**src/rtl/mips_pipe_pkg.sv**
```systemverilog
// ---------------------------------------------------------------------------
// mips_pipe_pkg
// Shared definitions for the MIPS-style pipeline stages.
//   - Datapath and register-address widths, and the hard-wired zero register.
//   - Control bundle width and the bit position of every control signal
//     inside the bundle {RegWrite,MemtoReg,MemRead,MemWrite,Branch,RegDst,
//     ALUSrc,ALUOp[1:0]}.
//   - A small helper to pull MemRead out of a control bundle.
// No ports (package).
// ---------------------------------------------------------------------------
package mips_pipe_pkg;

  localparam int DATA_W = 32;
  localparam int REG_AW = 5;
  localparam int CTRL_W = 9;

  localparam logic [REG_AW-1:0] REG_ZERO = 5'd0;

  localparam int CTRL_REGWRITE = 8;
  localparam int CTRL_MEMTOREG = 7;
  localparam int CTRL_MEMREAD  = 6;
  localparam int CTRL_MEMWRITE = 5;
  localparam int CTRL_BRANCH   = 4;
  localparam int CTRL_REGDST   = 3;
  localparam int CTRL_ALUSRC   = 2;
  localparam int CTRL_ALUOP_MSB = 1;
  localparam int CTRL_ALUOP_LSB = 0;

  typedef logic [CTRL_W-1:0] ctrl_t;

  function automatic logic ctrlMemRead(input ctrl_t ctrl);
    return ctrl[CTRL_MEMREAD];
  endfunction

endpackage

```
**src/rtl/id_ex_stage_if.sv**
```systemverilog
// ---------------------------------------------------------------------------
// id_ex_if
// Bundles every non-clock/reset signal of the ID/EX stage.
//   master modport : the surrounding pipeline (drives ID/WB/Flush, sees EX side)
//   slave  modport : the id_ex_stage itself
// Signals:
//   Flush, ID_valid, ID_PC_plus4, ID_rs/rt/rd, ID_uses_rt, ID_imm,
//   ID_Read_data_1/2, ID_ctrl                  -> decode-side inputs
//   WB_RegWrite, WB_Write_register, WB_Write_data -> writeback port snoop
//   Stall                                      <- combinational stall request
//   EX_valid, EX_PC_plus4, EX_imm, EX_Read_data_1/2, EX_rs/rt/rd, EX_ctrl
//                                              <- registered EX-side copies
//   Bubble_count                               <- saturating bubble counter
// ---------------------------------------------------------------------------
interface id_ex_if #(
  parameter int DATA_W = 32,
  parameter int REG_AW = 5,
  parameter int CTRL_W = 9,
  parameter int CNT_W  = 16
);
  logic              Flush;
  logic              ID_valid;
  logic [DATA_W-1:0] ID_PC_plus4;
  logic [REG_AW-1:0] ID_rs;
  logic [REG_AW-1:0] ID_rt;
  logic [REG_AW-1:0] ID_rd;
  logic              ID_uses_rt;
  logic [DATA_W-1:0] ID_imm;
  logic [DATA_W-1:0] ID_Read_data_1;
  logic [DATA_W-1:0] ID_Read_data_2;
  logic [CTRL_W-1:0] ID_ctrl;
  logic              WB_RegWrite;
  logic [REG_AW-1:0] WB_Write_register;
  logic [DATA_W-1:0] WB_Write_data;

  logic              Stall;
  logic              EX_valid;
  logic [DATA_W-1:0] EX_PC_plus4;
  logic [DATA_W-1:0] EX_imm;
  logic [DATA_W-1:0] EX_Read_data_1;
  logic [DATA_W-1:0] EX_Read_data_2;
  logic [REG_AW-1:0] EX_rs;
  logic [REG_AW-1:0] EX_rt;
  logic [REG_AW-1:0] EX_rd;
  logic [CTRL_W-1:0] EX_ctrl;
  logic [CNT_W-1:0]  Bubble_count;

  modport master (
    output Flush, ID_valid, ID_PC_plus4, ID_rs, ID_rt, ID_rd, ID_uses_rt,
           ID_imm, ID_Read_data_1, ID_Read_data_2, ID_ctrl,
           WB_RegWrite, WB_Write_register, WB_Write_data,
    input  Stall, EX_valid, EX_PC_plus4, EX_imm, EX_Read_data_1,
           EX_Read_data_2, EX_rs, EX_rt, EX_rd, EX_ctrl, Bubble_count
  );

  modport slave (
    input  Flush, ID_valid, ID_PC_plus4, ID_rs, ID_rt, ID_rd, ID_uses_rt,
           ID_imm, ID_Read_data_1, ID_Read_data_2, ID_ctrl,
           WB_RegWrite, WB_Write_register, WB_Write_data,
    output Stall, EX_valid, EX_PC_plus4, EX_imm, EX_Read_data_1,
           EX_Read_data_2, EX_rs, EX_rt, EX_rd, EX_ctrl, Bubble_count
  );

endinterface

```
**src/rtl/id_ex_stage_hazard.sv**
```systemverilog
// ---------------------------------------------------------------------------
// hazard_detect_unit
// Purely combinational load-use hazard detector. Kept separate so the
// branch-in-ID logic can reuse it.
// Ports:
//   idValid_i   in  ID holds a real instruction
//   idRs_i      in  ID source register rs
//   idRt_i      in  ID register rt
//   idUsesRt_i  in  ID instruction reads rt as a source
//   exValid_i   in  EX holds a real instruction
//   exMemRead_i in  EX instruction is a load
//   exRt_i      in  EX load destination (rt)
//   hazard_o    out ID needs the load result before it exists
// ---------------------------------------------------------------------------
module hazard_detect_unit #(
  parameter int REG_AW = 5
) (
  input  logic              idValid_i,
  input  logic [REG_AW-1:0] idRs_i,
  input  logic [REG_AW-1:0] idRt_i,
  input  logic              idUsesRt_i,
  input  logic              exValid_i,
  input  logic              exMemRead_i,
  input  logic [REG_AW-1:0] exRt_i,
  output logic              hazard_o
);

  logic rsMatch;
  logic rtMatch;

  assign rsMatch = (exRt_i == idRs_i);
  assign rtMatch = idUsesRt_i && (exRt_i == idRt_i);

  // A load into r0 produces nothing anyone can depend on.
  assign hazard_o = idValid_i && exValid_i && exMemRead_i &&
                    (exRt_i != '0) && (rsMatch || rtMatch);

endmodule

```
**src/rtl/id_ex_stage.sv**
```systemverilog
// ---------------------------------------------------------------------------
// id_ex_stage
// ID/EX pipeline register with load-use hazard detection. Loads every cycle
// (one-cycle latency, no handshake). A load-use hazard replaces the ID
// instruction with a bubble and raises Stall so upstream re-presents it;
// Flush squashes the ID instruction. Bubble_count saturates at all-ones and
// only counts hazard bubbles.
// Ports:
//   Clock    in  rising-edge clock
//   Reset_n  in  synchronous active-low reset
//   bus      id_ex_if.slave (ID/WB inputs, Flush, Stall and EX outputs)
// Configuration macro:
//   WB_BYPASS_EN  when defined, a same-cycle writeback to ID_rs/ID_rt (not r0)
//                 replaces the stale register-file read data on a normal load.
// ---------------------------------------------------------------------------
module id_ex_stage
  import mips_pipe_pkg::*;
#(
  parameter int DATA_W = 32,
  parameter int REG_AW = 5,
  parameter int CTRL_W = 9,
  parameter int CNT_W  = 16
) (
  input  logic   Clock,
  input  logic   Reset_n,
  id_ex_if.slave bus
);

  logic              hazard;
  logic              squash;
  logic [DATA_W-1:0] readData1Normal;
  logic [DATA_W-1:0] readData2Normal;

  logic              exValid_d,  exValid_q;
  logic [DATA_W-1:0] exPcPlus4_d, exPcPlus4_q;
  logic [DATA_W-1:0] exImm_d,    exImm_q;
  logic [DATA_W-1:0] exRd1_d,    exRd1_q;
  logic [DATA_W-1:0] exRd2_d,    exRd2_q;
  logic [REG_AW-1:0] exRs_d,     exRs_q;
  logic [REG_AW-1:0] exRt_d,     exRt_q;
  logic [REG_AW-1:0] exRd_d,     exRd_q;
  logic [CTRL_W-1:0] exCtrl_d,   exCtrl_q;
  logic [CNT_W-1:0]  bubbleCnt_d, bubbleCnt_q;

  hazard_detect_unit #(
    .REG_AW(REG_AW)
  ) u_hazard (
    .idValid_i  (bus.ID_valid),
    .idRs_i     (bus.ID_rs),
    .idRt_i     (bus.ID_rt),
    .idUsesRt_i (bus.ID_uses_rt),
    .exValid_i  (exValid_q),
    .exMemRead_i(exCtrl_q[CTRL_MEMREAD]),
    .exRt_i     (exRt_q),
    .hazard_o   (hazard)
  );

  // Reset must drop Stall in the same cycle; Flush overrides the hazard
  // because the instruction being held is dead anyway.
  assign bus.Stall = hazard && !bus.Flush && Reset_n;
  assign squash    = bus.Flush || hazard;

`ifdef WB_BYPASS_EN
  // The register file writes on the same edge we sample, so its read ports
  // still show the old value when ID reads the register being written.
  logic wbHitRs;
  logic wbHitRt;

  assign wbHitRs = bus.WB_RegWrite && (bus.WB_Write_register != '0) &&
                   (bus.WB_Write_register == bus.ID_rs);
  assign wbHitRt = bus.WB_RegWrite && (bus.WB_Write_register != '0) &&
                   (bus.WB_Write_register == bus.ID_rt);

  assign readData1Normal = wbHitRs ? bus.WB_Write_data : bus.ID_Read_data_1;
  assign readData2Normal = wbHitRt ? bus.WB_Write_data : bus.ID_Read_data_2;
`else
  assign readData1Normal = bus.ID_Read_data_1;
  assign readData2Normal = bus.ID_Read_data_2;
`endif

  // Data fields always follow ID; only valid/ctrl (and the bypass) depend on
  // whether this cycle loads normally or inserts a bubble.
  always_comb begin
    exPcPlus4_d = bus.ID_PC_plus4;
    exImm_d     = bus.ID_imm;
    exRs_d      = bus.ID_rs;
    exRt_d      = bus.ID_rt;
    exRd_d      = bus.ID_rd;
    exValid_d   = bus.ID_valid;
    exCtrl_d    = bus.ID_valid ? bus.ID_ctrl : '0;
    exRd1_d     = readData1Normal;
    exRd2_d     = readData2Normal;
    bubbleCnt_d = bubbleCnt_q;

    if (squash) begin
      exValid_d = 1'b0;
      exCtrl_d  = '0;
      exRd1_d   = bus.ID_Read_data_1;
      exRd2_d   = bus.ID_Read_data_2;
    end

    // Only hazard bubbles count; a flush in the same cycle takes precedence.
    if (hazard && !bus.Flush && (bubbleCnt_q != {CNT_W{1'b1}})) begin
      bubbleCnt_d = bubbleCnt_q + 1'b1;
    end
  end

  always_ff @(posedge Clock) begin
    if (!Reset_n) begin
      exValid_q   <= 1'b0;
      exPcPlus4_q <= '0;
      exImm_q     <= '0;
      exRd1_q     <= '0;
      exRd2_q     <= '0;
      exRs_q      <= '0;
      exRt_q      <= '0;
      exRd_q      <= '0;
      exCtrl_q    <= '0;
      bubbleCnt_q <= '0;
    end else begin
      exValid_q   <= exValid_d;
      exPcPlus4_q <= exPcPlus4_d;
      exImm_q     <= exImm_d;
      exRd1_q     <= exRd1_d;
      exRd2_q     <= exRd2_d;
      exRs_q      <= exRs_d;
      exRt_q      <= exRt_d;
      exRd_q      <= exRd_d;
      exCtrl_q    <= exCtrl_d;
      bubbleCnt_q <= bubbleCnt_d;
    end
  end

  assign bus.EX_valid       = exValid_q;
  assign bus.EX_PC_plus4    = exPcPlus4_q;
  assign bus.EX_imm         = exImm_q;
  assign bus.EX_Read_data_1 = exRd1_q;
  assign bus.EX_Read_data_2 = exRd2_q;
  assign bus.EX_rs          = exRs_q;
  assign bus.EX_rt          = exRt_q;
  assign bus.EX_rd          = exRd_q;
  assign bus.EX_ctrl        = exCtrl_q;
  assign bus.Bubble_count   = bubbleCnt_q;

endmodule

```
**src/flat_wrapper.sv**
```systemverilog
// flat-port wrapper written by rule: the top's interface ports become plain ports
module id_ex_stage_flat import mips_pipe_pkg::*;
#(
  parameter int DATA_W = 32,
  parameter int REG_AW = 5,
  parameter int CTRL_W = 9,
  parameter int CNT_W  = 16
)
  (Clock, Reset_n, bus_Flush, bus_ID_valid, bus_ID_PC_plus4, bus_ID_rs, bus_ID_rt, bus_ID_rd, bus_ID_uses_rt, bus_ID_imm, bus_ID_Read_data_1, bus_ID_Read_data_2, bus_ID_ctrl, bus_WB_RegWrite, bus_WB_Write_register, bus_WB_Write_data, bus_Stall, bus_EX_valid, bus_EX_PC_plus4, bus_EX_imm, bus_EX_Read_data_1, bus_EX_Read_data_2, bus_EX_rs, bus_EX_rt, bus_EX_rd, bus_EX_ctrl, bus_Bubble_count);
  id_ex_if #(.DATA_W(DATA_W), .REG_AW(REG_AW), .CTRL_W(CTRL_W), .CNT_W(CNT_W)) bus_i ();
  input  logic Clock;
  input  logic Reset_n;
  input wire logic [$bits(bus_i.Flush)-1:0] bus_Flush;
  input wire logic [$bits(bus_i.ID_valid)-1:0] bus_ID_valid;
  input wire logic [$bits(bus_i.ID_PC_plus4)-1:0] bus_ID_PC_plus4;
  input wire logic [$bits(bus_i.ID_rs)-1:0] bus_ID_rs;
  input wire logic [$bits(bus_i.ID_rt)-1:0] bus_ID_rt;
  input wire logic [$bits(bus_i.ID_rd)-1:0] bus_ID_rd;
  input wire logic [$bits(bus_i.ID_uses_rt)-1:0] bus_ID_uses_rt;
  input wire logic [$bits(bus_i.ID_imm)-1:0] bus_ID_imm;
  input wire logic [$bits(bus_i.ID_Read_data_1)-1:0] bus_ID_Read_data_1;
  input wire logic [$bits(bus_i.ID_Read_data_2)-1:0] bus_ID_Read_data_2;
  input wire logic [$bits(bus_i.ID_ctrl)-1:0] bus_ID_ctrl;
  input wire logic [$bits(bus_i.WB_RegWrite)-1:0] bus_WB_RegWrite;
  input wire logic [$bits(bus_i.WB_Write_register)-1:0] bus_WB_Write_register;
  input wire logic [$bits(bus_i.WB_Write_data)-1:0] bus_WB_Write_data;
  output wire logic [$bits(bus_i.Stall)-1:0] bus_Stall;
  output wire logic [$bits(bus_i.EX_valid)-1:0] bus_EX_valid;
  output wire logic [$bits(bus_i.EX_PC_plus4)-1:0] bus_EX_PC_plus4;
  output wire logic [$bits(bus_i.EX_imm)-1:0] bus_EX_imm;
  output wire logic [$bits(bus_i.EX_Read_data_1)-1:0] bus_EX_Read_data_1;
  output wire logic [$bits(bus_i.EX_Read_data_2)-1:0] bus_EX_Read_data_2;
  output wire logic [$bits(bus_i.EX_rs)-1:0] bus_EX_rs;
  output wire logic [$bits(bus_i.EX_rt)-1:0] bus_EX_rt;
  output wire logic [$bits(bus_i.EX_rd)-1:0] bus_EX_rd;
  output wire logic [$bits(bus_i.EX_ctrl)-1:0] bus_EX_ctrl;
  output wire logic [$bits(bus_i.Bubble_count)-1:0] bus_Bubble_count;
  assign bus_i.Flush = bus_Flush;
  assign bus_i.ID_valid = bus_ID_valid;
  assign bus_i.ID_PC_plus4 = bus_ID_PC_plus4;
  assign bus_i.ID_rs = bus_ID_rs;
  assign bus_i.ID_rt = bus_ID_rt;
  assign bus_i.ID_rd = bus_ID_rd;
  assign bus_i.ID_uses_rt = bus_ID_uses_rt;
  assign bus_i.ID_imm = bus_ID_imm;
  assign bus_i.ID_Read_data_1 = bus_ID_Read_data_1;
  assign bus_i.ID_Read_data_2 = bus_ID_Read_data_2;
  assign bus_i.ID_ctrl = bus_ID_ctrl;
  assign bus_i.WB_RegWrite = bus_WB_RegWrite;
  assign bus_i.WB_Write_register = bus_WB_Write_register;
  assign bus_i.WB_Write_data = bus_WB_Write_data;
  assign bus_Stall = bus_i.Stall;
  assign bus_EX_valid = bus_i.EX_valid;
  assign bus_EX_PC_plus4 = bus_i.EX_PC_plus4;
  assign bus_EX_imm = bus_i.EX_imm;
  assign bus_EX_Read_data_1 = bus_i.EX_Read_data_1;
  assign bus_EX_Read_data_2 = bus_i.EX_Read_data_2;
  assign bus_EX_rs = bus_i.EX_rs;
  assign bus_EX_rt = bus_i.EX_rt;
  assign bus_EX_rd = bus_i.EX_rd;
  assign bus_EX_ctrl = bus_i.EX_ctrl;
  assign bus_Bubble_count = bus_i.Bubble_count;
  id_ex_stage #(.DATA_W(DATA_W), .REG_AW(REG_AW), .CTRL_W(CTRL_W), .CNT_W(CNT_W)) u_core (.Clock(Clock), .Reset_n(Reset_n), .bus(bus_i));
endmodule
```
**config.mk**
```make
export PLATFORM = sky130hd
export DESIGN_NAME = id_ex_stage_flat
export DESIGN_NICKNAME = d
export VERILOG_FILES = /design/src/rtl/mips_pipe_pkg.sv /design/src/rtl/id_ex_stage_if.sv /design/src/rtl/id_ex_stage_hazard.sv /design/src/rtl/id_ex_stage.sv /design/src/flat_wrapper.sv
export SDC_FILE = /design/constraint.sdc
export NUM_CORES = 1
export LEC_CHECK = 0
export BUFFER_PORTS_ARGS = -buffer_cell sky130_fd_sc_hd__buf_4
export CAP_MARGIN = 5
export CORE_AREA = 10 10 135 137
export CTS_CLUSTER_SIZE = 8
export DETAILED_ROUTE_END_ITERATION = 8
export DIE_AREA = 0 0 145 147
export PLACE_DENSITY = 0.76
export SLEW_MARGIN = 10
export SYNTH_ARGS = -nofsm -noshare
export SYNTH_HDL_FRONTEND = slang
export SYNTH_SLANG_ARGS = --single-unit
```
**constraint.sdc**
```tcl
create_clock -name Clock -period 2.3 [get_ports Clock]
set_input_delay 0.345 -clock Clock [delete_from_list [all_inputs] [get_ports Clock]]
set_output_delay 0.345 -clock Clock [all_outputs]
set_load 0.02 [all_outputs]
```
* After elaboration in Yosys (flattened, before gate mapping)
Cells that the tools add are included.
** Word-level totals
- Word-level logic and storage cells :: 30
- Flip-flop bits (word level) :: 169
- Input bits :: 195
- Output and inout port bits :: 170
** Operators by class
- Reduce and logical (&&, ||, !) cells :: 14
- Add/subtract/negate cells :: 1
- Bitwise operators :: 2
- Eq/ne operators :: 3
** Operators by type and width (number)
- $add 16x1->16 const B :: 1
- $ne 16x16->1 const B :: 1
- $eq 5x5->1 :: 2
- $logic_and 1x1->1 :: 8
- $reduce_bool 5->1 :: 1
- $reduce_or 3->1 :: 1
- $logic_or 1x1->1 :: 2
- $not 1->1 :: 2
- $reduce_or 2->1 :: 1
- $logic_not 1->1 :: 1

* Depth between registers and ports, before layout
Gate-level depths: netlist of run 1.
- Depth in word-level cells :: 6
- Mapped depth :: 7

* Modules after synthesis
A second synthesis of run 1 with hierarchy kept.
** Second synthesis, totals
- Cell total of the unflattened synthesis :: 436
- Area total of the unflattened synthesis :: 5093.6 µm²
** By module, submodules not included
- id_ex_stage :: seq. area each 3383.2 µm², area each 4963.5 µm², times used 1, cells an instance 419
- hazard_detect_unit :: seq. area each 0.0 µm², area each 130.1 µm², times used 1, cells an instance 17

* Worst setup path after synthesis of run 1
OpenSTA, ideal clock, no wires.
- Path type :: reg2out
- Start point :: register u_core.exRt_q[4], in the netlist u_core.bus.EX_rt[4]
- End point :: output bus_Stall
- Cell stages (with the launch flop) :: 7
- Slack :: 122 ps
- Arrival time :: 1833 ps
- Path buffers :: 2
- Path through :: dfxtp_1 > xnor2_1 > nand3_1 > o22a_1 > clkbuf_1 > clkbuf_1 > nor3_1
** On the way
- Word-level cells in the longest chain between the ends :: 6
- Elaborated cells between the ends (all ways) :: 9
- Classes of those cells :: eq/ne: 2; reduce/logical: 7
** Ends and longest elaborated chain
- start: declaration :: line id_ex_stage.sv:40 : logic [REG_AW-1:0] exRt_d, exRt_q;
- start signal: assignment :: line id_ex_stage.sv:127 : exRt_q <= exRt_d;
- $eq 5x5->1 :: line id_ex_stage_hazard.sv:32 : assign rtMatch = idUsesRt_i && (exRt_i == idRt_i);
- $logic_and 1x1->1 :: line id_ex_stage_hazard.sv:32
- $logic_or 1x1->1 :: line id_ex_stage_hazard.sv:36 : (exRt_i != '0) && (rsMatch || rtMatch);
- $logic_and 1x1->1 (*) :: line id_ex_stage_hazard.sv:36
- $logic_and 1x1->1 (*) (2 in a row) :: line id_ex_stage.sv:60 : assign bus.Stall = hazard && !bus.Flush && Reset_n;
- end: declaration :: line flat_wrapper.sv:27 : output wire logic [$bits(bus_i.Stall)-1:0] bus_Stall;
Mark *: on every way between the ends. The rest lies on a longest branch, timed or not.

* Worst setup path after layout of run 1
- Start point :: register u_core.exRt_q[0], in the netlist u_core.bus.EX_rt[0]
- End point :: output bus_Stall
The elaborated chain is that of the path after synthesis.

==> reports/results.ini, run 1 <==
[status]
outcome=completed

[routing]
drt_iter0_markers=147
drc=0
drt-total-wl_mm=17.1
route.vias.total=4258
ant_nets=0
wire_per_inst_um=16.9
drt_first_pass_iters=4
via_per_inst=4.21

[worst_hold_path]
hold_path_class=in2reg

[placed_design]
dp.final_hpwl_mm=13.4
placed_area_mm2=0.00779
io_buffers=326
gp_congestion=0.798
dpl_worst_slack_ns=0.205

[clock_network]
path_clk_slew_ns=0.07
ctsHoldBuffers=0
root_buffer=clkbuf_16
clk_latency_ns=0.42
clock_sink_count=169
cts_made_buffers=17
clockBufferDepth=2
tritoncts=done
htreeDepth=4

[synthesis]
synth-xor-area-share_pct=1.71
yosys.area_share.simple_pct=24.6
synth_edf_count=0
postSynthAreaPerCell_um2=11.3
synth_top_family_by_area=simple AND/OR/NAND/NOR gates
yosys.area_share.adder_pct=0.245
ys_ff_latch=169
synth_nets=647
dominantRegCellSynth=dfxtp_1
synthMuxAreaShare_pct=0.392
synth_compound_area_share_pct=4.55
yosys_warnings=0
synth.distinct_cells=36
postSynthCellCount=451
synth.cell_area_mm2=0.00511
synth_seq_area_share_pct=66.2
async_flop_share_pct=0

[die]
row_count=46
die_w_um=145
initial_core_util_pct=32.8
die_h_um=147
core_mm2=0.0156
io_pins=365
die_area_mm2=0.0213

[global_routing]
grt_pass1_wl_mm=25.7
grt_overflow=0
antenna_found_initial=0
grt_pass1_vias=4434
grt_max_degree=138
track_usage_pct=15.5

[final_layout]
fillers=1419
n_antenna_cell=0
drive_above_1_share_pct=47.5
multi_input_area_mm2=0.00164
ff_latch_area_mm2=0.00339
syn_to_final_growth_pct=65.5
final_area_mm2=0.00846
nets=978
postLayoutCoreUtil_pct=54.3

[timing]
max_freq_mhz=474
setup_ws_ns=0.190
whs_ns=0.125
slew_headroom_pct=57.4
rsz0062_at_grt=false
setup-violations-final=0
drv_slew=0
skew_ns=0.00526
worst_pin_slew_ns=0.631
fin_crit_ns=2.11
finalHoldViolations=0
fin_crit_sh_pct=91.8
finalSetupTns_ns=0

[setup_path]
crit_fanout=4
critPathKind=reg2out
start_kind=flip-flop
critPathArrivalTime_ns=1.77
end_kind=output pin
critical_path_required_ns=1.96

[power]
peakVddDrop_mv=0.440
cellLeakagePower_nw=3.91
power_density_mw_per_mm2=813

[run]
maxCapViolCount=0

-- synth_stat cells (4+ instances only) --
library cell / instances / area, µm²
nand4_1: 5 / 31.3
nand2_1: 12 / 45.0
clkbuf_1: 21 / 78.8
o31ai_1: 8 / 60.1
a21oi_1: 12 / 60.1
and2_1: 152 / 951
nand3_1: 6 / 30.0
inv_1: 7 / 26.3
nor2_1: 4 / 15.0
xnor2_1: 10 / 87.6
or4_1: 9 / 67.6
dfxtp_1: 169 / 3380
-- timing repair --
action                                  4_1_cts  5_1_grt
endpoints found under the setup margin        1        1
resized for setup                             2        7
gates cloned                                  0        1
setup buffers                                 0        3
pin swaps                                     0        1
-- power by group --
group	total (mW)	switching, mW	internal, mW	leakage [nW]
registers	3.11	0.0428	3.07	1.40
clock network	2.98	1.24	1.74	0.300
logic	0.792	0.369	0.423	2.21
-- logic make-up (layout without fill, tap and decap cells) --
kind of cell	after synthesis	in the layout
AO/OA/AOI/OAI	35	36
XOR/XNOR	10	10
adder cells (fa/ha/maj)	1	1
buffers and inverters	30	373
flip-flops	169	169
multiplexers	2	2
AND/OR/NAND/NOR	204	204
-- area by class of cell --
cell class | instances | share of cell area (%)
clock inverter | 14 | 2.20
sequential | 169 | 40.1
timing repair buffer | 334 | 29.8
multi-input combinational | 253 | 19.4
inverter | 7 | 0.311
tap | 216 | 3.19
clock buffer | 18 | 5.07
-- worst max-delay path, cell delays in order, from the launching register on --
cell and delay (ns):
dfxtp_2 0.35, xnor2_1 0.19, nand3_2 0.16, o22a_4 0.29, nor3_1 0.19, buf_4 0.18
-- worst paths after layout --
path	from	end	slack, ns	cells after the start
setup / recovery	u_core.bus.EX_rt[0]	bus_Stall	0.19	5
hold reg to reg	u_core.bus.Bubble_count[11]	u_core.bus.Bubble_count[11]	0.49	2
hold / removal	bus_ID_ctrl[6]	u_core.bus.EX_ctrl[6]	0.12	2
setup reg to reg	u_core.bus.Bubble_count[0]	u_core.bus.Bubble_count[12]	0.30	6
-- cell usage in the layout (no fill, tap or decap), types with 2 or more instances in the layout --
cell type / n
and2_1: 152
o31ai_1: 8
or4_1: 9
inv_1: 7
a21oi_1: 12
o211ai_1: 2
o21ai_0: 3
buf_4: 333
bufinv_16: 3
inv_6: 5
or3_1: 3
nor3_1: 3
xnor2_1: 9
nand3_1: 5
dfxtp_2: 5
clkbuf_16: 17
nand2_1: 12
nand4_1: 5
nand2b_1: 2
clkinv_4: 2
nor2_1: 4
or4_4: 2
o41ai_1: 2
dfxtp_1: 164
inv_8: 2
mux2i_1: 2
-- layer usage --
metal | vias up | GRT usage, % | part of all wire, %
met3 | 17 | 11.1 | 14
li1 | 2131 | - | -
met1 | 1884 | 14.8 | 35
met4 | 0 | 3.78 | 1.2
met2 | 226 | 26.3 | 50
met5 | - | 0 | 0
-- through the flow --
step / total power, mW / instances
final: 6.88 / 1011
after global routing: 7.17 / 1011
after CTS: 6.96 / 1007
after detailed placement: 3.96 / 975
after global placement: 3.95 / 975
after floorplan: 3.49 / 451
-- flip-flops by register name, indices dropped and copies added (netlist names) --
register	cells
u_core.bus.EX_rt	5
u_core.bus.EX_ctrl	9
u_core.bus.EX_imm	32
u_core.bus.EX_rs	5
u_core.bus.EX_PC_plus4	32
u_core.bus.EX_valid	1
u_core.bus.EX_rd	5
u_core.bus.EX_Read_data_2	32
u_core.bus.EX_Read_data_1	32
u_core.bus.Bubble_count	16
Note: power is estimated with default switching activity, not from simulation.
==> run 2: changes to the inputs <==
--- a/config.mk
+++ b/config.mk
@@ -15,4 +15,5 @@
 export SLEW_MARGIN = 10
 export SYNTH_ARGS = -nofsm -noshare
 export SYNTH_HDL_FRONTEND = slang
+export SYNTH_HIERARCHICAL = 1
 export SYNTH_SLANG_ARGS = --single-unit
==> reports/results.ini, run 2 <==
[status]
outcome=finished with violations  ; was completed
violations=negative setup slack

[timing]
setup_ws_ns=-0.151  ; was 0.190 ns
skew_ns=0.00838  ; was 0.00526 ns
drv_slew=0  ; unchanged
rsz0062_at_grt=true  ; was false
setup-violations-final=5  ; was 0
max_freq_mhz=408  ; was 474 MHz
slew_headroom_pct=54.9  ; was 57.4%
fin_crit_sh_pct=107  ; was 91.8%
worst_pin_slew_ns=0.677  ; was 0.631 ns
finalHoldViolations=0  ; unchanged
fin_crit_ns=2.45  ; was 2.11 ns
whs_ns=0.127  ; was 0.125 ns

[clock_network]
tritoncts=done  ; unchanged
htreeDepth=4  ; unchanged
clock_sink_count=169  ; unchanged
cts_made_buffers=17  ; unchanged
root_buffer=clkbuf_16  ; unchanged
clk_latency_ns=0.42  ; about the same
clockBufferDepth=2  ; unchanged
path_clk_slew_ns=0.07  ; about the same

[setup_path]
critical_path_required_ns=1.96  ; about the same
start_kind=flip-flop  ; unchanged
end_kind=output pin  ; unchanged
crit_fanout=2  ; was 4
endpoint=bus_Stall  ; unchanged
worstReg2RegStart=u_core/bus.EX_rt[4]  ; was u_core.bus.Bubble_count[0]
critPathArrivalTime_ns=2.11  ; was 1.77 ns
r2r_end=u_core/bus.Bubble_count[12]  ; was u_core.bus.Bubble_count[12]
crit_path_start=u_core/bus.EX_rt[4]  ; was u_core.bus.EX_rt[0]
r2r_slack_ns=-0.08  ; was 0.30 ns
rr_worst_depth=15  ; was 6
critPathKind=reg2out  ; unchanged

[placed_design]
gp_congestion=0.789  ; was 0.798
placed_area_mm2=0.00784  ; was 0.00779 mm²
dp.final_hpwl_mm=13.5  ; was 13.4 mm
io_buffers=326  ; unchanged
dp.cells=974  ; was 975

[final_layout]
mostFrequentLayoutCells=buf_4 (348), dfxtp_1 (166), and2_1 (153), clkbuf_16 (17), a21oi_1 (10)  ; was buf_4 (333), dfxtp_1 (164), and2_1 (152), clkbuf_16 (17)
layout.cells.non_filler=1022  ; was 1011
multi_input_area_mm2=0.00172  ; was 0.00164 mm²
fillers=1358  ; was 1419
ff_latch_area_mm2=0.00339  ; unchanged
nets=989  ; was 978
postLayoutCoreUtil_pct=55.8  ; was 54.3%
final_area_mm2=0.00870  ; was 0.00846 mm²
layout_commonest_cell=buf_4  ; unchanged
syn_to_final_growth_pct=70.8  ; was 65.5%
drive_above_1_share_pct=50.9  ; was 47.5%

[synthesis]
yosys_warnings=6  ; was 0
synth_edf_count=0  ; unchanged
synth_most_common_cell=dfxtp_1  ; unchanged
postSynthCellCount=436  ; was 451
synth_nets=632  ; was 647
synth.distinct_cells=37  ; was 36
yosys-top-cells-area=dfxtp_1 (66%), and2_1 (19%), xor2_1 (1.4%), o31ai_1 (1.3%), or4_1 (1.3%)  ; was dfxtp_1 (66%), and2_1 (19%), xnor2_1 (1.7%), clkbuf_1 (1.5%), or4_1 (1.3%)
ys_ff_latch=169  ; unchanged
yosys.area.top_type=dfxtp_1  ; unchanged
postSynthAreaPerCell_um2=11.7  ; was 11.3 µm²
synth.cell_area_mm2=0.00509  ; was 0.00511 mm²
async_flop_share_pct=0  ; unchanged
synth_seq_area_share_pct=66.4  ; was 66.2%
dominantRegCellSynth=dfxtp_1  ; unchanged
yosysTopAreaCellShare_pct=66.4  ; was 66.2%
synth_commonest_cells=dfxtp_1 (169), and2_1 (153), clkbuf_1 (17)  ; was dfxtp_1 (169), and2_1 (152), clkbuf_1 (21)

[routing]
drt_iter0_markers=164  ; was 147
wire_per_inst_um=16.9  ; about the same
route.met2.wl_mm=8.52  ; was 8.53 mm
via_per_inst=4.19  ; was 4.21
top_layer_used=met4  ; unchanged
drc=0  ; unchanged
wl_met3_mm=1.95  ; was 2.43 mm
m1WireLength_mm=6.55  ; was 5.96 mm
drt_first_pass_iters=4  ; unchanged
ant_nets=0  ; unchanged
drt-total-wl_mm=17.3  ; was 17.1 mm
route.vias.total=4280  ; was 4258

[global_routing]
track_usage_pct=15.6  ; was 15.5%
grt_pass1_vias=4476  ; was 4434
antenna_found_initial=0  ; unchanged
grt_max_degree=95  ; was 138
grt_pass1_wl_mm=25.9  ; was 25.7 mm
grt_overflow=0  ; unchanged

[power]
switching_share_pct=23.3  ; was 23.9%
p_clk_share_pct=42.7  ; was 43.3%
internal_power_mw=5.20  ; was 5.23 mW
power_density_mw_per_mm2=779  ; was 813 mW/mm²
p_comb_share_pct=11.5  ; about the same
cellLeakagePower_nw=4.10  ; was 3.91 nW
totalPowerFinal_mw=6.78  ; was 6.88 mW
switching_power_mw=1.58  ; was 1.65 mW
p_seq_share_pct=45.8  ; was 45.2%
peakVddDrop_mv=0.455  ; was 0.440 mV

[die]
die_w_um=145  ; unchanged
initial_core_util_pct=32.7  ; was 32.8%
core_mm2=0.0156  ; unchanged
io_pins=365  ; unchanged
row_count=46  ; unchanged
die_area_mm2=0.0213  ; unchanged
die_h_um=147  ; unchanged

[worst_hold_path]
hold_path_class=in2reg  ; unchanged
hold_path_depth=2  ; unchanged

[run]
maxCapViolCount=0  ; unchanged

## run 2: changes by cell type in the layout (fill, tap and decap cells not counted), moves of 4 or more
cell / before / now
buf_4: 333 / 348
xor2_1: 0 / 8
buf_6: 0 / 7
xnor2_1: 9 / 3
inv_1: 7 / 2
nand2_1: 12 / 8
o21ai_1: 0 / 4
## run 2: layout make-up
cell class                      count  area share (%)
Antenna cell                        1          0.0288
Clock buffer                       18            4.93
Clock inverter                     13            1.97
Inverter                            2          0.0863
Multi-Input combinational cell    246            19.8
Sequential cell                   169            39.0
Tap cell                          216            3.11
Timing Repair Buffer              357            31.2
## run 2: worst min-delay path by stage
stage	startpoint	end	slack, ns
after floorplan	bus_ID_ctrl[0]	u_core/bus.EX_ctrl[0]	0.47
after global placement	u_core/bus.Bubble_count[15]	u_core/bus.Bubble_count[15]	0.47
after detailed placement	u_core/bus.Bubble_count[15]	u_core/bus.Bubble_count[15]	0.48
after CTS	bus_ID_Read_data_2[22]	u_core/bus.EX_Read_data_2[22]	0.11
after global routing	bus_ID_Read_data_2[22]	u_core/bus.EX_Read_data_2[22]	0.11
final	bus_ID_imm[30]	u_core/bus.EX_imm[30]	0.13
## run 2: power by group through the flow
stage | registers (mW) | logic [mW] | clock network, mW
2_1_floorplan | 3.35 | 0.125 | 0
3_5_place_dp | 3.17 | 0.775 | 0
5_1_grt | 3.12 | 0.834 | 3.11
4_1_cts | 3.11 | 0.786 | 2.98
6_report | 3.11 | 0.777 | 2.90
3_3_place_gp | 3.17 | 0.766 | 0
## run 2: routing by layer
metal	vias to the layer above	GRT usage (%)
li1	2134	-
met1	1905	16.2
met2	223	26.3
met3	18	8.78
met4	0	4.60
met5	-	0
## run 2: cell families (layout without fill, tap and decap cells)
logic type | count (synthesis) | in the layout | share of synthesized area, %
DFF | 169 | 169 | 66.4
xor gates and xnor gates | 11 | 11 | 1.89
and+or+nand+nor | 203 | 203 | 25.7
buffers and inverters | 21 | 390 | 1.84
other | 0 | 1 | 0
AOI/OAI and AO/OA | 30 | 30 | 3.68
adders and majority gates | 1 | 1 | 0.246
muxes | 1 | 1 | 0.197
## run 2: through the flow
step,worst slack [ns],setup TNS [ns]
after floorplan,0.0659,0
after global routing,-0.224,-1.62
after CTS,-0.129,-0.129
after detailed placement,-0.145,-0.859
final,-0.151,-0.340
after global placement,-0.0862,-0.336
## run 2: what timing repair did
action / CTS / global route
endpoints found under the setup margin: 4 / 17
gates cloned: 0 / 1
endpoints found under the hold margin: 0 / 0
setup buffers: 9 / 6
pin swaps: 11 / 15
gates resized for setup: 15 / 19
hold buffers: 0 / 0
## run 2: critical path, cell delays in order (launching register included)
cell and delay [ns]:
dfxtp_2 0.33, buf_6 0.11, or4_4 0.53, o2111ai_4 0.21, a21oi_2 0.07, nand2b_1 0.13
buf_6 0.13, nor2_4 0.04, buf_6 0.14
==> run 3: changes to the inputs <==
--- a/config.mk
+++ b/config.mk
@@ -7,11 +7,11 @@
 export LEC_CHECK = 0
 export BUFFER_PORTS_ARGS = -buffer_cell sky130_fd_sc_hd__buf_4
 export CAP_MARGIN = 5
-export CORE_AREA = 10 10 135 137
+export CORE_AREA = 2 2 142 144
 export CTS_CLUSTER_SIZE = 8
 export DETAILED_ROUTE_END_ITERATION = 8
-export DIE_AREA = 0 0 145 147
-export PLACE_DENSITY = 0.76
+export DIE_AREA = 0 0 144 146
+export PLACE_DENSITY = 0.65
 export SLEW_MARGIN = 10
 export SYNTH_ARGS = -nofsm -noshare
 export SYNTH_HDL_FRONTEND = slang
==> reports/results.ini, run 3 (synthesis results as in run 2) <==
[timing]
fin_crit_sh_pct=99.2  ; was 107%
rsz0062_at_grt=true  ; unchanged
drv_slew=0  ; unchanged
worst_pin_slew_ns=0.578  ; was 0.677 ns
skew_ns=0.00877  ; was 0.00838 ns
setup-violations-final=0  ; was 5
slew_headroom_pct=61.5  ; was 54.9%
finalHoldViolations=0  ; unchanged
finalSetupTns_ns=0  ; was -0.340 ns
fin_crit_ns=2.28  ; was 2.45 ns
max_freq_mhz=438  ; was 408 MHz

[die]
io_pins=365  ; unchanged
row_count=51  ; was 46
core_mm2=0.0193  ; was 0.0156 mm²
die_w_um=144  ; was 145 µm
die_area_mm2=0.0210  ; was 0.0213 mm²
initial_core_util_pct=26.3  ; was 32.7%
die_h_um=146  ; was 147 µm

[setup_path]
r2r_end=u_core/bus.Bubble_count[11]  ; was u_core/bus.Bubble_count[12]
rr_worst_depth=9  ; was 15
r2r_slack_ns=0.03  ; was -0.08 ns
critPathArrivalTime_ns=1.94  ; was 2.11 ns
crit_fanout=4  ; was 2
worstReg2RegStart=u_core/bus.EX_rt[3]  ; was u_core/bus.EX_rt[4]
end_kind=output pin  ; unchanged
critPathKind=reg2out  ; unchanged
start_kind=flip-flop  ; unchanged
critical_path_required_ns=1.96  ; about the same

[clock_network]
clk_latency_ns=0.41  ; was 0.42 ns
path_clk_slew_ns=0.07  ; about the same
root_buffer=clkbuf_16  ; unchanged
cts_made_buffers=17  ; unchanged
ctsHoldBuffers=0  ; unchanged
tritoncts=done  ; unchanged
clock_sink_count=169  ; unchanged
clockBufferDepth=2  ; unchanged
htreeDepth=4  ; unchanged

[worst_hold_path]
hold_path_class=in2reg  ; unchanged
hold_path_depth=2  ; unchanged
hold_path_end=u_core/bus.EX_ctrl[0]  ; was u_core/bus.EX_imm[30]
min_from=bus_ID_ctrl[0]  ; was bus_ID_imm[30]

[placed_design]
dp.cells=1016  ; was 974
dp.final_hpwl_mm=11.1  ; was 13.5 mm
gp_congestion=0.747  ; was 0.789
io_buffers=326  ; unchanged

[power]
switching_share_pct=24.2  ; was 23.3%
p_comb_share_pct=11.1  ; was 11.5%
power_density_mw_per_mm2=787  ; was 779 mW/mm²
switching_power_mw=1.63  ; was 1.58 mW
p_seq_share_pct=46.1  ; was 45.8%
peakVddDrop_mv=0.497  ; was 0.455 mV
p_clk_share_pct=42.8  ; was 42.7%
totalPowerFinal_mw=6.74  ; was 6.78 mW
internal_power_mw=5.11  ; was 5.20 mW
cellLeakagePower_nw=3.99  ; was 4.10 nW

[final_layout]
fillers=1922  ; was 1358
ff_latch_area_mm2=0.00339  ; about the same
layout_commonest_cell=buf_4  ; unchanged
postLayoutCoreUtil_pct=44.3  ; was 55.8%
drive_above_1_share_pct=49.4  ; was 50.9%
mostFrequentLayoutCells=buf_4 (335), dfxtp_1 (166), and2_1 (153), clkbuf_16 (17), a21oi_1 (11)  ; was buf_4 (348), dfxtp_1 (166), and2_1 (153), clkbuf_16 (17), a21oi_1 (10)
layout.cells.non_filler=1051  ; was 1022
multi_input_area_mm2=0.00169  ; was 0.00172 mm²
n_antenna_cell=0  ; was 1
syn_to_final_growth_pct=68.1  ; was 70.8%
nets=969  ; was 989

[global_routing]
grt_pass1_wl_mm=22.1  ; was 25.9 mm
use_met1_pct=13.9  ; was 16.2%
use_met3_pct=6.94  ; was 8.78%
grt_overflow=0  ; unchanged
grt_max_degree=150  ; was 95
antenna_found_initial=0  ; unchanged
track_usage_pct=13.7  ; was 15.6%
grt_pass1_vias=4275  ; was 4476
grt_use_met2_pct=23.6  ; was 26.3%
grt-busiest-layer=met2  ; unchanged

[routing]
via_per_inst=4.06  ; was 4.19
drt_iter0_markers=129  ; was 164
drt-total-wl_mm=14.8  ; was 17.3 mm
route.vias.total=4268  ; was 4280
drt_first_pass_iters=4  ; unchanged
drc=0  ; unchanged
wire_per_inst_um=14.1  ; was 16.9 µm
ant_nets=0  ; unchanged

[status]
outcome=completed  ; was finished with violations

[run]
maxCapViolCount=0  ; unchanged

## run 3: critical path: stages, from the launching register on
cell      delay, ns
dfxtp_4        0.36
xor2_1         0.15
nor4_1         0.30
nand3_1        0.18
a21oi_4        0.23
nand2b_4       0.09
nor2_4         0.08
buf_6          0.13
## run 3: per-layer routing
metal	up-vias	part of all wire [%]
met1	1928	36
met5	-	0
li1	2091	-
met4	0	2.2
met3	20	12
met2	229	49
## run 3: how the worst max path moves through the flow
| stage | from | cells past startpoint | end |
|---|---|---|---|
| global placement | bus_ID_rt[2] | 9 | u_core/bus.Bubble_count[14] |
| CTS | u_core/bus.EX_rt[2] | 9 | u_core/bus.Bubble_count[9] |
| global route | u_core/bus.EX_rt[1] | 9 | u_core/bus.Bubble_count[4] |
| detailed placement | bus_ID_rt[2] | 10 | u_core/bus.Bubble_count[9] |
| finish | u_core/bus.EX_rt[3] | 7 | bus_Stall |
| floorplan | u_core/bus.EX_rt[2] | 8 | u_core/bus.Bubble_count[6] |
## run 3: repair_timing
action,4_1_cts,5_1_grt
pin swaps,3,12
endpoints found under the setup margin,6,10
setup buffers,1,2
cloned,0,0
resized for setup,10,11
## run 3: stage by stage
step / hold WS [ns] / worst slack (ns) / area [µm²]
finish: 0.124 / 0.0194 / 8560
global route: 0.0965 / -0.0852 / 8560
CTS: 0.100 / 0.00256 / 8500
detailed placement: 0.496 / -0.0929 / 7860
global placement: 0.497 / -0.0177 / 7860
floorplan: 0.467 / 0.0659 / 5090
## run 3: area by class of cell
cell class | count | share of cell area (%)
Inverter | 2 | 0.0877
Tap cell | 265 | 3.87
Multi-Input combinational cell | 246 | 19.7
Timing Repair Buffer | 337 | 29.7
Sequential cell | 169 | 39.6
Clock buffer | 19 | 5.06
Clock inverter | 13 | 1.91
## run 3: power groups by stage
stage	clock, mW	sequential, mW	combinational (mW)
3_5_place_dp	0	3.18	0.762
4_1_cts	2.98	3.11	0.764
5_1_grt	3.14	3.12	0.805
2_1_floorplan	0	3.35	0.125
3_3_place_gp	0	3.17	0.757
6_report	2.88	3.11	0.750
